File: src/rtl/acq_sequencer_pkg.sv
`default_nettype none
// +----------------------------------------------------------------------+
// | Module      : acq_sequencer_pkg                                      |
// | Description : Shared state encoding and counter width default for    |
// |               the acquisition sequencer.                             |
// | Revision    : 1.0                                                    |
// +----------------------------------------------------------------------+
package acq_sequencer_pkg;

    localparam int W_CNT_DEFAULT = 16;

    typedef enum logic [2:0] {
        ST_IDLE      = 3'd0,
        ST_WAIT_TRIG = 3'd1,
        ST_DELAY     = 3'd2,
        ST_GATE      = 3'd3,
        ST_PULSE_END = 3'd4,
        ST_DONE      = 3'd5
    } acq_state_t;

endpackage
`default_nettype wire

File: src/rtl/acq_bin_counter.sv
`default_nettype none
// +----------------------------------------------------------------------+
// | Module      : acq_bin_counter                                        |
// | Description : Point-within-bin and bin counters for the gated        |
// |               window, with first/last qualifiers.                    |
// | Revision    : 1.0                                                    |
// +----------------------------------------------------------------------+
module acq_bin_counter
    import acq_sequencer_pkg::*;
#(
    parameter int W_CNT = W_CNT_DEFAULT
) (
    input  logic             clk,
    input  logic             rst,
    input  logic             clear,
    input  logic             advance,
    input  logic [W_CNT-1:0] n_points_rb,
    input  logic [W_CNT-1:0] n_range_bins,
    output logic [W_CNT-1:0] bin_idx,
    output logic             point_first,
    output logic             point_last,
    output logic             bin_final
);

    localparam logic [W_CNT-1:0] C_ONE = W_CNT'(1);

    logic [W_CNT-1:0] r_point_idx;

    always_ff @(posedge clk or posedge rst) begin
        if (rst) begin
            r_point_idx <= '0;
            bin_idx     <= '0;
        end else if (clear) begin
            r_point_idx <= '0;
            bin_idx     <= '0;
        end else if (advance) begin
            if (point_last) begin
                r_point_idx <= '0;
                bin_idx     <= bin_idx + C_ONE;
            end else begin
                r_point_idx <= r_point_idx + C_ONE;
            end
        end
    end

    assign point_first = (r_point_idx == '0);
    assign point_last  = (r_point_idx == n_points_rb - C_ONE);
    assign bin_final   = (bin_idx == n_range_bins - C_ONE);

endmodule
`default_nettype wire

File: src/rtl/acq_sequencer.sv
`default_nettype none
// +----------------------------------------------------------------------+
// | Module      : acq_sequencer                                          |
// | Description : Trigger-driven range-gate sequencer accumulating a     |
// |               configurable number of laser pulses per run.           |
// | Revision    : 1.0                                                    |
// +----------------------------------------------------------------------+
module acq_sequencer
    import acq_sequencer_pkg::*;
#(
    parameter int W_CNT = W_CNT_DEFAULT
) (
    input  logic             clk,
    input  logic             rst,
    input  logic             start,
    input  logic             abort,
    input  logic             trig_in,
    input  logic [W_CNT-1:0] cfg_mirror_start,
    input  logic [W_CNT-1:0] cfg_end_position,
    input  logic [W_CNT-1:0] cfg_n_range_bins,
    input  logic [W_CNT-1:0] cfg_n_points_rb,
    input  logic [W_CNT-1:0] cfg_n_acc_pulses,
    output logic             cmd_update_disable,
    output logic             busy,
    output logic             gate,
    output logic             bin_first,
    output logic             bin_last,
    output logic [W_CNT-1:0] bin_idx,
    output logic [W_CNT-1:0] pulse_idx,
    output logic             pulse_first,
    output logic             pulse_last,
    output logic             done,
    output logic             cfg_err
);

    localparam logic [W_CNT-1:0] C_ONE = W_CNT'(1);

    acq_state_t       r_state;
    logic             r_trig_d;
    logic [W_CNT-1:0] r_samp;
    logic [W_CNT-1:0] r_ms;
    logic [W_CNT-1:0] r_end;
    logic [W_CNT-1:0] r_nbins;
    logic [W_CNT-1:0] r_npts;
    logic [W_CNT-1:0] r_nacc;
    logic [W_CNT-1:0] r_pulse_idx;
    logic             r_busy;
    logic             r_gate;
    logic             r_done;
    logic             r_cfg_err;

    logic             w_trig_edge;
    logic             w_cfg_ok;
    logic [W_CNT-1:0] w_samp_next;
    logic             w_trunc;
    logic             w_gate_end;
    logic             w_cnt_clear;
    logic             w_cnt_advance;
    logic             w_point_first;
    logic             w_point_last;
    logic             w_bin_final;

    assign w_trig_edge = trig_in & ~r_trig_d;
    assign w_cfg_ok    = (cfg_n_range_bins != '0) && (cfg_n_points_rb != '0) &&
                         (cfg_n_acc_pulses != '0) && (cfg_mirror_start < cfg_end_position);
    assign w_samp_next = r_samp + C_ONE;
    assign w_trunc     = (r_samp == r_end - C_ONE);
    assign w_gate_end  = w_trunc | (w_point_last & w_bin_final);

    // Counters sit at zero outside the gate so the first gated sample is point 0 of bin 0.
    assign w_cnt_clear   = (r_state != ST_GATE) | abort;
    assign w_cnt_advance = ~w_cnt_clear & ~w_gate_end;

    acq_bin_counter #(
        .W_CNT (W_CNT)
    ) u_bin_counter (
        .clk          (clk),
        .rst          (rst),
        .clear        (w_cnt_clear),
        .advance      (w_cnt_advance),
        .n_points_rb  (r_npts),
        .n_range_bins (r_nbins),
        .bin_idx      (bin_idx),
        .point_first  (w_point_first),
        .point_last   (w_point_last),
        .bin_final    (w_bin_final)
    );

    always_ff @(posedge clk or posedge rst) begin
        if (rst) begin
            r_state     <= ST_IDLE;
            r_trig_d    <= 1'b0;
            r_samp      <= '0;
            r_ms        <= '0;
            r_end       <= '0;
            r_nbins     <= '0;
            r_npts      <= '0;
            r_nacc      <= '0;
            r_pulse_idx <= '0;
            r_busy      <= 1'b0;
            r_gate      <= 1'b0;
            r_done      <= 1'b0;
            r_cfg_err   <= 1'b0;
        end else begin
            r_trig_d <= trig_in;
            r_done   <= 1'b0;
            if (abort && (r_state != ST_IDLE)) begin
                r_state <= ST_IDLE;
                r_busy  <= 1'b0;
                r_gate  <= 1'b0;
            end else begin
                case (r_state)
                    ST_IDLE: begin
                        if (start && !abort) begin
                            if (w_cfg_ok) begin
                                r_ms        <= cfg_mirror_start;
                                r_end       <= cfg_end_position;
                                r_nbins     <= cfg_n_range_bins;
                                r_npts      <= cfg_n_points_rb;
                                r_nacc      <= cfg_n_acc_pulses;
                                r_pulse_idx <= '0;
                                r_cfg_err   <= 1'b0;
                                r_busy      <= 1'b1;
                                r_state     <= ST_WAIT_TRIG;
                            end else begin
                                r_cfg_err <= 1'b1;
                            end
                        end
                    end
                    ST_WAIT_TRIG: begin
                        if (w_trig_edge) begin
                            r_samp <= '0;
                            if (r_ms == '0) begin
                                r_gate  <= 1'b1;
                                r_state <= ST_GATE;
                            end else begin
                                r_state <= ST_DELAY;
                            end
                        end
                    end
                    ST_DELAY: begin
                        r_samp <= w_samp_next;
                        if (w_samp_next == r_ms) begin
                            r_gate  <= 1'b1;
                            r_state <= ST_GATE;
                        end
                    end
                    ST_GATE: begin
                        if (w_gate_end) begin
                            r_gate  <= 1'b0;
                            r_state <= ST_PULSE_END;
                        end else begin
                            r_samp <= w_samp_next;
                        end
                    end
                    ST_PULSE_END: begin
                        if (r_pulse_idx + C_ONE < r_nacc) begin
                            r_pulse_idx <= r_pulse_idx + C_ONE;
                            r_state     <= ST_WAIT_TRIG;
                        end else begin
                            r_done  <= 1'b1;
                            r_state <= ST_DONE;
                        end
                    end
                    ST_DONE: begin
                        r_busy  <= 1'b0;
                        r_state <= ST_IDLE;
                    end
                    default: begin
                        r_busy  <= 1'b0;
                        r_gate  <= 1'b0;
                        r_state <= ST_IDLE;
                    end
                endcase
            end
        end
    end

    assign busy               = r_busy;
    assign cmd_update_disable = r_busy;
    assign gate               = r_gate;
    assign done               = r_done;
    assign cfg_err            = r_cfg_err;
    assign pulse_idx          = r_pulse_idx;
    // A truncated gate closes its last bin on whatever point it happens to reach.
    assign bin_first          = r_gate & w_point_first;
    assign bin_last           = r_gate & (w_point_last | w_trunc);
    assign pulse_first        = r_gate & (r_pulse_idx == '0);
    assign pulse_last         = r_gate & (r_pulse_idx == r_nacc - C_ONE);

endmodule
`default_nettype wire

File: config.mk
export PLATFORM = sky130hd
export DESIGN_NAME = acq_sequencer
export DESIGN_NICKNAME = d
export VERILOG_FILES = /design/src/rtl/acq_sequencer_pkg.sv /design/src/rtl/acq_bin_counter.sv /design/src/rtl/acq_sequencer.sv
export SDC_FILE = /design/constraint.sdc
export NUM_CORES = 1
export LEC_CHECK = 0
export ABC_AREA = 1
export CELL_PAD_IN_SITES_DETAIL_PLACEMENT = 1
export CELL_PAD_IN_SITES_GLOBAL_PLACEMENT = 2
export CORE_MARGIN = 5
export CORE_UTILIZATION = 30
export CTS_CLUSTER_DIAMETER = 100
export CTS_CLUSTER_SIZE = 14
export DETAILED_ROUTE_END_ITERATION = 10
export PLACE_DENSITY = 0.73
export RECOVER_POWER = 50
export SKIP_LAST_GASP = 1
export SYNTH_ARGS = -nofsm -noshare
export SYNTH_HDL_FRONTEND = slang
export SYNTH_SLANG_ARGS = --single-unit
File: constraint.sdc
create_clock -name clk -period 6.9 [get_ports clk]
set_clock_uncertainty 0.05 [all_clocks]
set_input_delay 2.07 -clock clk [delete_from_list [all_inputs] [get_ports clk]]
set_output_delay 2.07 -clock clk [all_outputs]
set_load 0.02 [all_outputs]
Word-level counts from Yosys, hierarchy flattened --
Index checks and enable logic that the tools add are counted.
Storage, ports and cells: register bits 152, bits in latches 0, RAM bits 0, ROM bits 0, input port bits 85, output and inout bits 41, word-level logic and storage cells 127, memories kept 0
Cells by class: add/sub/neg operators 8, multipliers 0, div/mod/pow operators 0, order comparisons 2, equality and inequality tests 24, shift operators 0, muxes and demuxes 36, bitwise operators 14, reduce and logical (&&, ||, !) cells 28
Operator list (count):
- 16-bit two-way mux | 11
- 16-bit == test | 5
- 16-bit by 1-bit adder with 16-bit output, second input constant | 4
- 16-bit by 1-bit subtractor with 16-bit output, second input constant | 4
- 16-bit zero test | 3
- 16-bit one-hot mux with 3 select lines | 1
- 16-bit nonzero test | 3
- 16-bit less-than comparator | 2
- 16-bit one-hot mux with 2 select lines | 1
- 3-bit two-way mux | 7
- 3-bit != test, second input constant | 6
- 3-bit one-hot mux with 5 select lines | 1
- 5-bit AND reduction | 3
- 1-bit two-way mux | 13
- 2-bit != test, second input constant | 5
- 4-bit AND reduction | 2
- 1-bit bitwise AND | 7
- 3-bit by 2-bit == test with 1-bit output, second input constant | 2
- 3-bit == test, second input constant | 2
- 3-bit AND reduction | 2
- 2-bit nonzero test | 3
- 3-bit nonzero test | 2
- 1-bit logical AND | 5
- 2-bit by 1-bit != test with 1-bit output, second input constant | 2
- other kinds (11) | 16

Logic depth before layout (Yosys ltp) --
Gate-level depths: netlist (run 1).
word-level depth 8, gate-level depth with buffers 23, gate-level depth less buffers 22

Modules after synthesis --
A second synthesis (run 1) with hierarchy kept.
Second synthesis, totals: cells, all modules 1669, area total of the unflattened synthesis 11252.0 µm²
By module, submodules not included:
- acq_sequencer | instances 1, cells each 1142, area each 7998.9 µm², sequential area each 3002.9 µm²
- acq_bin_counter | instances 1, cells each 527, area each 3253.1 µm², sequential area each 800.8 µm²

Least setup slack after synthesis (run 1) --
Ideal clock, no wire load.
path kind flip-flop to output port, from register r_end[0], to output port bin_last, arrival time 2.154 ns, setup slack 2.626 ns, cell stages (with the launch flop) 12, buffers on the path 0, cell sequence dfrtp_1 inv_1 ha_1 nand3_2 nor2_2 xor2_1 o2111ai_1 nor2_1 nand2_1 nor3_1 nand3_1 a21boi_0
On the way: word-level cells in the longest chain between the ends 4
RTL lines:
- start, declared | line acq_sequencer.sv:42 | logic [W_CNT-1:0] r_end;
- start signal, assigned | line acq_sequencer.sv:117 | r_end <= cfg_end_position;
- 16-bit by 1-bit subtractor with 16-bit output | line acq_sequencer.sv:67 | assign w_trunc = (r_samp == r_end - C_ONE);
- 16-bit == test | line acq_sequencer.sv:67
- 1-bit bitwise OR | line acq_sequencer.sv:187 | assign bin_last = r_gate & (w_point_last | w_trunc);
- 1-bit bitwise AND | line acq_sequencer.sv:187
- end, declared | line acq_sequencer.sv:27 | output logic bin_last,
No other way between the ends.

Worst setup path after layout (run 1) --
Same ends and word-level chain as after synthesis.

==> impl_metrics.json, run 1 <==
{
  "outcome": "finished, violations left",
  "drv_slew": 82,
  "worstMarginPinSlew_ps": 3360,
  "syn_inst": 1670,
  "final_nets": 1901,
  "dp_cells": 2267,
  "swShare": 0.428,
  "power.switching_uw": 1830,
  "syn-num-nets": 1796,
  "async_reset_ff_frac": 1.00,
  "fin_crit_sh": 0.802,
  "antenna_left": 0,
  "ff_latch_area_sq_mm": 0.00380,
  "num-fill-cells": 4728,
  "p_leak_uw": 0.00617,
  "cts_resized": 0,
  "setup-violations-final": 0,
  "grt_pass1_vias": 11700,
  "io-pin-count": 126,
  "cts_tree": "built",
  "finalHoldViolCount": 0,
  "seqPwrFrac": 0.327,
  "ys_ff_latch": 152,
  "ir_drop_mv": 0.191,
  "place_congestion": 0.840,
  "grt_pass1_wl_um": 61900,
  "critical_path_arrival_ps": 3410,
  "root_buffer": "clkbuf_16",
  "rsz0062_at_grt": "false",
  "drive_above_1_share": 0.0503,
  "drc_errors": 0,
  "setup_ws_ps": 1370,
  "drv_cap": 1,
  "cp_slowest_cell": "clkdlybuf4s50_1",
  "intPower_uw": 2450,
  "avgViaCountPerCell": 4.81,
  "antenna_found_initial": 1,
  "h-tree-depth": 4,
  "drtPass1Iterations": 4,
  "area_growth_syn_to_layout_pct": 20.4,
  "cts_made_buffers": 17,
  "fin_cells": 2300,
  "power.share.clock": 0.250,
  "ctsHoldBuffers": 0,
  "worstPathCellList": "inv_1 -> ha_1 -> nand3_2 -> nor2_2 -> xor2_1 -> o2111ai_1 -> nor2_1 -> nand2_1 -> nor3_1 -> nand3_1 -> a21boi_0 -> clkdlybuf4s50_1",
  "end_kind": "output port",
  "overflow": 0,
  "die_h_um": 205,
  "pre_cts_ws_ps": 1750,
  "postSynthAreaPerCell_sq_um": 6.84,
  "row_count": 71,
  "wirelength_um": 38000,
  "synthFlopType": "dfrtp_1",
  "clk_path_buf_depth": 2,
  "drt_iter0_drc": 428,
  "setup_tns_ps": 0,
  "synth-edff-count": 0,
  "core_area_sq_mm": 0.0376,
  "die_area_sq_mm": 0.0421,
  "synth_area_leaders": "dfrtp_1, nand2_1, inv_1",
  "yosys.area.top_type": "dfrtp_1",
  "hold_path_class": "register to register",
  "ys_types": 49,
  "wl_per_cell_um": 16.5,
  "clock.fmax_mhz": 181,
  "hpwl_um": 30100,
  "synth.yosys.seq_area_share": 0.333,
  "cp_slowest_stage_delay_ps": 680,
  "ys_warn_count": 0,
  "grt_start_max_net_pins": 82,
  "clk_pin_slew_ps": 70,
  "violations": "capacitance limit, slew limit",
  "cts_setup_buffers": 0,
  "worst_setup_path_start_kind": "register",
  "power_density_mw_per_mm2": 311,
  "clk_latency_ps": 450,
  "grt_util_all_layers": 0.184,
  "multiInputGateArea_sq_mm": 0.00648,
  "relSlewSlack": -1.24,
  "synth_top_area_frac": 0.333,
  "clock_sinks": 152,
  "cp_max_fo": 6,
  "layout_min_cycle_time_ps": 5530,
  "required_ps": 4780,
  "port_buffers": 125,
  "comb_power_share": 0.423,
  "vias": 11100,
  "start_util": 0.304,
  "die_x_um": 205,
  "syn-cell-area_sq_mm": 0.0114,
  "path_class": "register to output port",
  "hold_slack_ps": 463
}
-- path summary, 6_finish.rpt --
path | startpoint | to | slack (ps) | depth (start not counted)
max in group asynchronous | rst | r_end[14] | 1630 | 2
setup / recovery | r_end[0] | bin_last | 1370 | 12
hold reg to reg | r_end[15] | r_end[15] | 460 | 1
min in group asynchronous | rst | r_nacc[15] | 3270 | 2
setup reg to reg | pulse_idx[1] | pulse_idx[0] | 2670 | 21
hold / removal | r_end[15] | r_end[15] | 460 | 1
-- worst max-delay path: cells and delay by family, from the launching register on --
family	cells	cell delay, ps
AOI/OAI and AO/OA	2	430
xor gates and xnor gates	1	200
adders and majority gates	1	260
buffers and inverters	2	820
DFF	1	390
and+or+nand+nor	6	870
-- layer usage --
layer,global-route usage,up-vias,part of all wire
met2,0.308,108,0.47
met4,0.0368,0,0.011
met5,0,-,0
li1,-,5570,-
met1,0.254,5360,0.49
met3,0.0271,26,0.026
-- per-stage QoR --
| step | power [uW] | util | instance area, sq um |
|---|---|---|---|
| finish | 4280 | 0.366 | 13700 |
| global route | 4660 | 0.366 | 13700 |
| CTS | 4350 | 0.366 | 13800 |
| detailed placement | 3250 | 0.349 | 13100 |
| global placement | 3200 | 0.349 | 13100 |
| floorplan | 2710 | - | 11400 |
-- registers in the layout, indices dropped and copies added, names as in the netlist, 3 cells and up --
signal                     flops
u_bin_counter.bin_idx         16
r_nacc                        16
u_bin_counter.r_point_idx     16
r_npts                        16
r_nbins                       16
r_ms                          16
r_samp                        16
r_end                         16
pulse_idx                     16
r_state                        3
-- power groups by stage --
stage                     Combinational, uW  Sequential [uW]  Clock, uW
after floorplan                        1360             1350          0
after global placement                 1790             1420          0
after detailed placement               1830             1420          0
after CTS                              1850             1410       1100
after global routing                   2080             1440       1130
final                                  1810             1400       1070
-- cell families after synthesis --
logic type	synth area share
xor gates and xnor gates	0.0772
AOI/OAI and AO/OA	0.0962
DFF	0.333
adders and majority gates	0.0449
buffers and inverters	0.0987
and+or+nand+nor	0.350
-- placed cells by master, fill, tap and decap left out, types with 27 or more instances in the layout --
master / synthesis / routed
clkdlybuf4s50_1: 0 / 120
nand3_1: 99 / 100
dfrtp_1: 152 / 152
nor3_1: 33 / 32
nand2_1: 483 / 484
nor2_1: 162 / 162
xnor2_1: 40 / 40
nand4_1: 58 / 58
o21ai_0: 121 / 123
a21oi_1: 27 / 27
ha_1: 41 / 41
inv_1: 221 / 221
xor2_1: 58 / 58
-- area by class of cell --
class,instances,area share
Antenna cell,1,0.000182
Clock inverter,14,0.0161
Multi-Input combinational cell,1243,0.471
Timing Repair Buffer,134,0.0957
Sequential cell,152,0.277
Tap cell,511,0.0465
Inverter,227,0.0620
Clock buffer,18,0.0312
-- cell usage after synthesis (2+ instances only) --
library cell    n
nand3_1        99
or2_2           5
buf_8           2
nor3_1         33
buf_2           9
nor2_1        162
o21bai_1        2
clkbuf_2        4
nand2_2         4
nor4_1         18
and3_1          2
inv_2           3
buf_6           3
o21ai_0       121
nand3_2         2
xnor2_1        40
a221oi_1        2
clkinv_1        3
nand2_1       483
dfrtp_1       152
and2_1          4
inv_1         221
o21ai_1        11
nor2_2         11
nand3b_1       14
o211ai_1        2
o2111ai_1       4
nand2_4         4
buf_4           9
nand3_4         2
o21ai_2        16
a21oi_1        27
nor2_4          2
xor2_1         58
nand4_1        58
clkbuf_1       20
ha_1           41
o21a_1          5
nor3_2          2
(Power assumes the default switching activity.)
==> inputs of run 2 (changes only) <==
==> constraint.sdc (replaced) <==
create_clock -name clk -period 5.5 [get_ports clk]
set_clock_uncertainty 0.05 [all_clocks]
set_input_delay 1.65 -clock clk [delete_from_list [all_inputs] [get_ports clk]]
set_output_delay 1.65 -clock clk [all_outputs]
set_load 0.02 [all_outputs]
==> impl_metrics.json, run 2 (synthesized netlist as in run 1, its figures left out) <==
{
  "outcome": "finished, violations left",
  "violations": "capacitance limit, slew limit",
  "grt_pass1_wl_um": 62000,
  "place_congestion": 0.864,
  "layout_common_cells": "nand2_1, inv_1, nor2_1",
  "layout_min_cycle_time_ps": 5060,
  "cp_slowest_cell": "clkdlybuf4s50_1",
  "wl_per_cell_um": 16.6,
  "hpwl_um": 29600,
  "die_x_um": 205,
  "avgViaCountPerCell": 4.79,
  "row_count": 71,
  "cp_slowest_stage_delay_ps": 650,
  "relSlewSlack": -0.571,
  "clock.fmax_mhz": 198,
  "overflow": 0,
  "clk_latency_ps": 450,
  "setup-violations-final": 0,
  "finalHoldViolCount": 0,
  "mostFrequentLayoutCell": "nand2_1",
  "cts_made_buffers": 17,
  "clk_pin_slew_ps": 60,
  "root_buffer": "clkbuf_16",
  "required_ps": 3800,
  "rsz0062_at_grt": "false",
  "worstMarginPinSlew_ps": 2360,
  "final_nets": 1901,
  "ir_drop_mv": 0.241,
  "end_kind": "output port",
  "grt_start_max_net_pins": 153,
  "worst_setup_path_start_kind": "register",
  "drtPass1Iterations": 5,
  "power_uw": 5460,
  "drv_cap": 1,
  "hold_path_depth": 2,
  "grt_pass1_vias": 11400,
  "io-pin-count": 126,
  "power_density_mw_per_mm2": 396,
  "reg2reg_slack_ps": 1440,
  "clock_sinks": 152,
  "path_class": "register to output port",
  "port_buffers": 125,
  "area_growth_syn_to_layout_pct": 20.7,
  "core_area_sq_mm": 0.0376,
  "cts_resized": 0,
  "r2r_cells": 18,
  "ctsHoldBuffers": 0,
  "cts_tree": "built",
  "clk_path_buf_depth": 2,
  "cp_max_fo": 6,
  "hold_path_class": "register to register",
  "die_area_sq_mm": 0.0421,
  "drt_iter0_drc": 420,
  "fin_crit_sh": 0.920,
  "antenna_found_initial": 0,
  "die_h_um": 205,
  "drive_above_1_share": 0.0509,
  "cts_setup_buffers": 0,
  "vias": 11000,
  "fin_cells": 2299,
  "drv_slew": 153,
  "critical_path_arrival_ps": 3360,
  "h-tree-depth": 4,
  "dp_cells": 2267,
  "insertedDiodeCount": 0,
  "worstPathCellList": "inv_1 -> ha_1 -> nand3_2 -> nor2_2 -> xor2_1 -> o2111ai_1 -> nor2_1 -> nand2_1 -> nor3_1 -> nand3_1 -> a21boi_0 -> clkdlybuf4s50_1",
  "num-fill-cells": 4757,
  "wirelength_um": 38100,
  "grt_util_all_layers": 0.184,
  "start_util": 0.304,
  "setup_tns_ps": 0,
  "p_leak_uw": 0.00623,
  "antenna_left": 0,
  "drc_errors": 0
}
run 2: changes by cell type in the layout (fill, tap and decap cells not counted), sizes merged:
cell and change:
bufinv +1, inv -2, diode -1, dlygate4sd3 +8
clkinv +4, clkinvlp -3, clkdlybuf4s50 -8
run 2: final timing paths:
check                      startpoint                  endpoint
setup / recovery             r_end[0]                  bin_last
hold / removal                cfg_err                   cfg_err
setup reg to reg            r_npts[0]  u_bin_counter.bin_idx[6]
hold reg to reg               cfg_err                   cfg_err
max in group asynchronous         rst                   r_ms[9]
min in group asynchronous         rst                r_nacc[15]
run 2: critical path: cells and delay by family, from the launching register on:
kind,cells,cell delay (ps)
xor+xnor,1,230
simple gates,6,890
buf+inv,2,800
compound gates,2,330
flops,1,400
fa+ha+maj,1,260
run 2: area by class of cell:
type                       instances  area (sq um)  share of cell area
clock buffer                      18           439              0.0319
sequential                       152          3800               0.276
multi-input combinational       1243          6470               0.470
tap                              511           639              0.0464
inverter                         227           856              0.0621
timing repair buffer             134          1330              0.0966
clock inverter                    14           244              0.0177
run 2: power by group:
group / internal (uW) / total, uW / switching [uW]
logic: 838 / 2300 / 1460
clock network: 868 / 1410 / 540
registers: 1430 / 1750 / 320
run 2: per-layer routing:
metal / wire length, um / GRT usage / vias to the layer above
met5: 0 / 0 / -
met4: 395 / 0.0352 / 0
met3: 882 / 0.0275 / 21
met2: 17800 / 0.303 / 114
met1: 19000 / 0.260 / 5297
li1: - / - / 5571
run 2: per-stage QoR:
stage,instance area (sq um),util,hold slack (ps),setup slack (ps)
5_1_grt,13800,0.367,517,160
3_3_place_gp,13100,0.350,446,1020
3_5_place_dp,13100,0.350,463,885
4_1_cts,13800,0.368,483,381
6_report,13800,0.367,464,440
2_1_floorplan,11400,-,434,1650
==> inputs of run 3 (changes only) <==
==> constraint.sdc (replaced) <==
create_clock -name clk -period 5.4 [get_ports clk]
set_clock_uncertainty 0.05 [all_clocks]
set_input_delay 1.62 -clock clk [delete_from_list [all_inputs] [get_ports clk]]
set_output_delay 1.62 -clock clk [all_outputs]
set_load 0.01 [all_outputs]
==> impl_metrics.json, run 3 (synthesized netlist as in run 1, its figures left out) <==
{
  "outcome": "finished, violations left",
  "violations": "capacitance limit, slew limit",
  "mostFrequentLayoutCell": "nand2_1",
  "clock_sinks": 152,
  "hold_path_class": "register to register",
  "antenna_found_initial": 1,
  "core_area_sq_mm": 0.0376,
  "h-tree-depth": 4,
  "cts_tree": "built",
  "layout_min_cycle_time_ps": 4890,
  "ff_latch_area_sq_mm": 0.00380,
  "overflow": 0,
  "path_class": "register to output port",
  "r2r_cells": 16,
  "drt_iter0_drc": 457,
  "port_buffers": 125,
  "vias": 11000,
  "grt_start_max_net_pins": 97,
  "r2r_start": "r_npts[0]",
  "power_density_mw_per_mm2": 389,
  "critical_path_arrival_ps": 3220,
  "cp_max_fo": 4,
  "required_ps": 3730,
  "hold_start": "cfg_err",
  "relSlewSlack": -0.442,
  "clk_path_buf_depth": 2,
  "setup-violations-final": 0,
  "setup_tns_ps": 0,
  "finalHoldViolCount": 0,
  "area_growth_syn_to_layout_pct": 19.7,
  "drc_errors": 0,
  "clk_latency_ps": 450,
  "grt_util_all_layers": 0.185,
  "cts_resized": 0,
  "rsz0062_at_grt": "false",
  "grt_pass1_vias": 11700,
  "final_core_util": 0.364,
  "reg2reg_slack_ps": 1220,
  "io-pin-count": 126,
  "ir_drop_mv": 0.245,
  "ctsHoldBuffers": 0,
  "place_congestion": 0.852,
  "drv_slew": 154,
  "avgViaCountPerCell": 4.78,
  "antenna_left": 0,
  "fin_crit_sh": 0.905,
  "worstMarginPinSlew_ps": 2160,
  "multiInputGateArea_sq_mm": 0.00646,
  "min_to": "cfg_err",
  "wl_per_cell_um": 16.5,
  "root_buffer": "clkbuf_16",
  "power_uw": 5310,
  "hpwl_um": 30200,
  "final_nets": 1902,
  "row_count": 71,
  "drtPass1Iterations": 4,
  "hold_path_depth": 2,
  "cts_setup_buffers": 0,
  "end_kind": "output port",
  "hold_slack_ps": 466,
  "wirelength_um": 38000,
  "die_h_um": 205,
  "clk_pin_slew_ps": 70,
  "p_leak_uw": 0.00620,
  "grt_pass1_wl_um": 62500,
  "die_x_um": 205,
  "worst_setup_path_start_kind": "register",
  "clock.fmax_mhz": 205,
  "layout_common_cells": "nand2_1, inv_1, nor2_1",
  "drv_cap": 2,
  "start_util": 0.304,
  "drive_above_1_share": 0.0498,
  "cts_made_buffers": 17,
  "place_area_sq_mm": 0.0132,
  "die_area_sq_mm": 0.0421,
  "fin_area_sq_mm": 0.0137,
  "r2r-end": "u_bin_counter.bin_idx[9]",
  "num-fill-cells": 4749
}
==> run 3: final cells by class <==
type,instances,share of cell area
antenna,1,0.000183
inverter,227,0.0624
timing repair buffer,135,0.0976
clock buffer,19,0.0324
multi-input combinational,1243,0.473
clock inverter,12,0.00934
sequential,152,0.278
tap,511,0.0468
==> run 3: metal layers <==
metal	vias up	GRT usage	share of wire
met3	20	0.0301	0.029
met4	0	0.0347	0.011
met5	-	0	0
met1	5294	0.253	0.48
met2	121	0.312	0.48
li1	5570	-	-
==> run 3: critical path, stage by stage (launching register included) <==
cell             delay [ps]
dfrtp_1                 410
inv_1                   110
nand3_1                 120
nor3_1                  420
nand4_1                 270
nor2_1                  280
nand2_1                 110
a221oi_1                250
nand2_1                  90
nor2_1                  150
clkdlybuf4s50_1         560
==> run 3: worst max-delay path by stage <==
stage | startpoint | to | slack (ps) | cells after the start
global route | r_end[0] | bin_last | 170 | 12
floorplan | r_end[0] | bin_last | 1780 | 11
detailed placement | r_end[0] | bin_last | 940 | 12
CTS | r_end[0] | bin_last | 430 | 12
finish | r_nacc[2] | pulse_last | 510 | 10
global placement | r_end[0] | bin_last | 1010 | 12
==> run 3: metrics by stage <==
| step | instances | setup WS (ps) |
|---|---|---|
| floorplan | 1670 | 1780 |
| detailed placement | 2268 | 936 |
| finish | 2300 | 515 |
| CTS | 2299 | 433 |
| global placement | 2268 | 1010 |
| global route | 2300 | 167 |
==> run 3: power breakdown <==
part	internal, uW	total (uW)	switching (uW)	leakage, uW
clock network	689	1210	519	0.000283
logic	853	2320	1470	0.00395
registers	1460	1790	326	0.00197
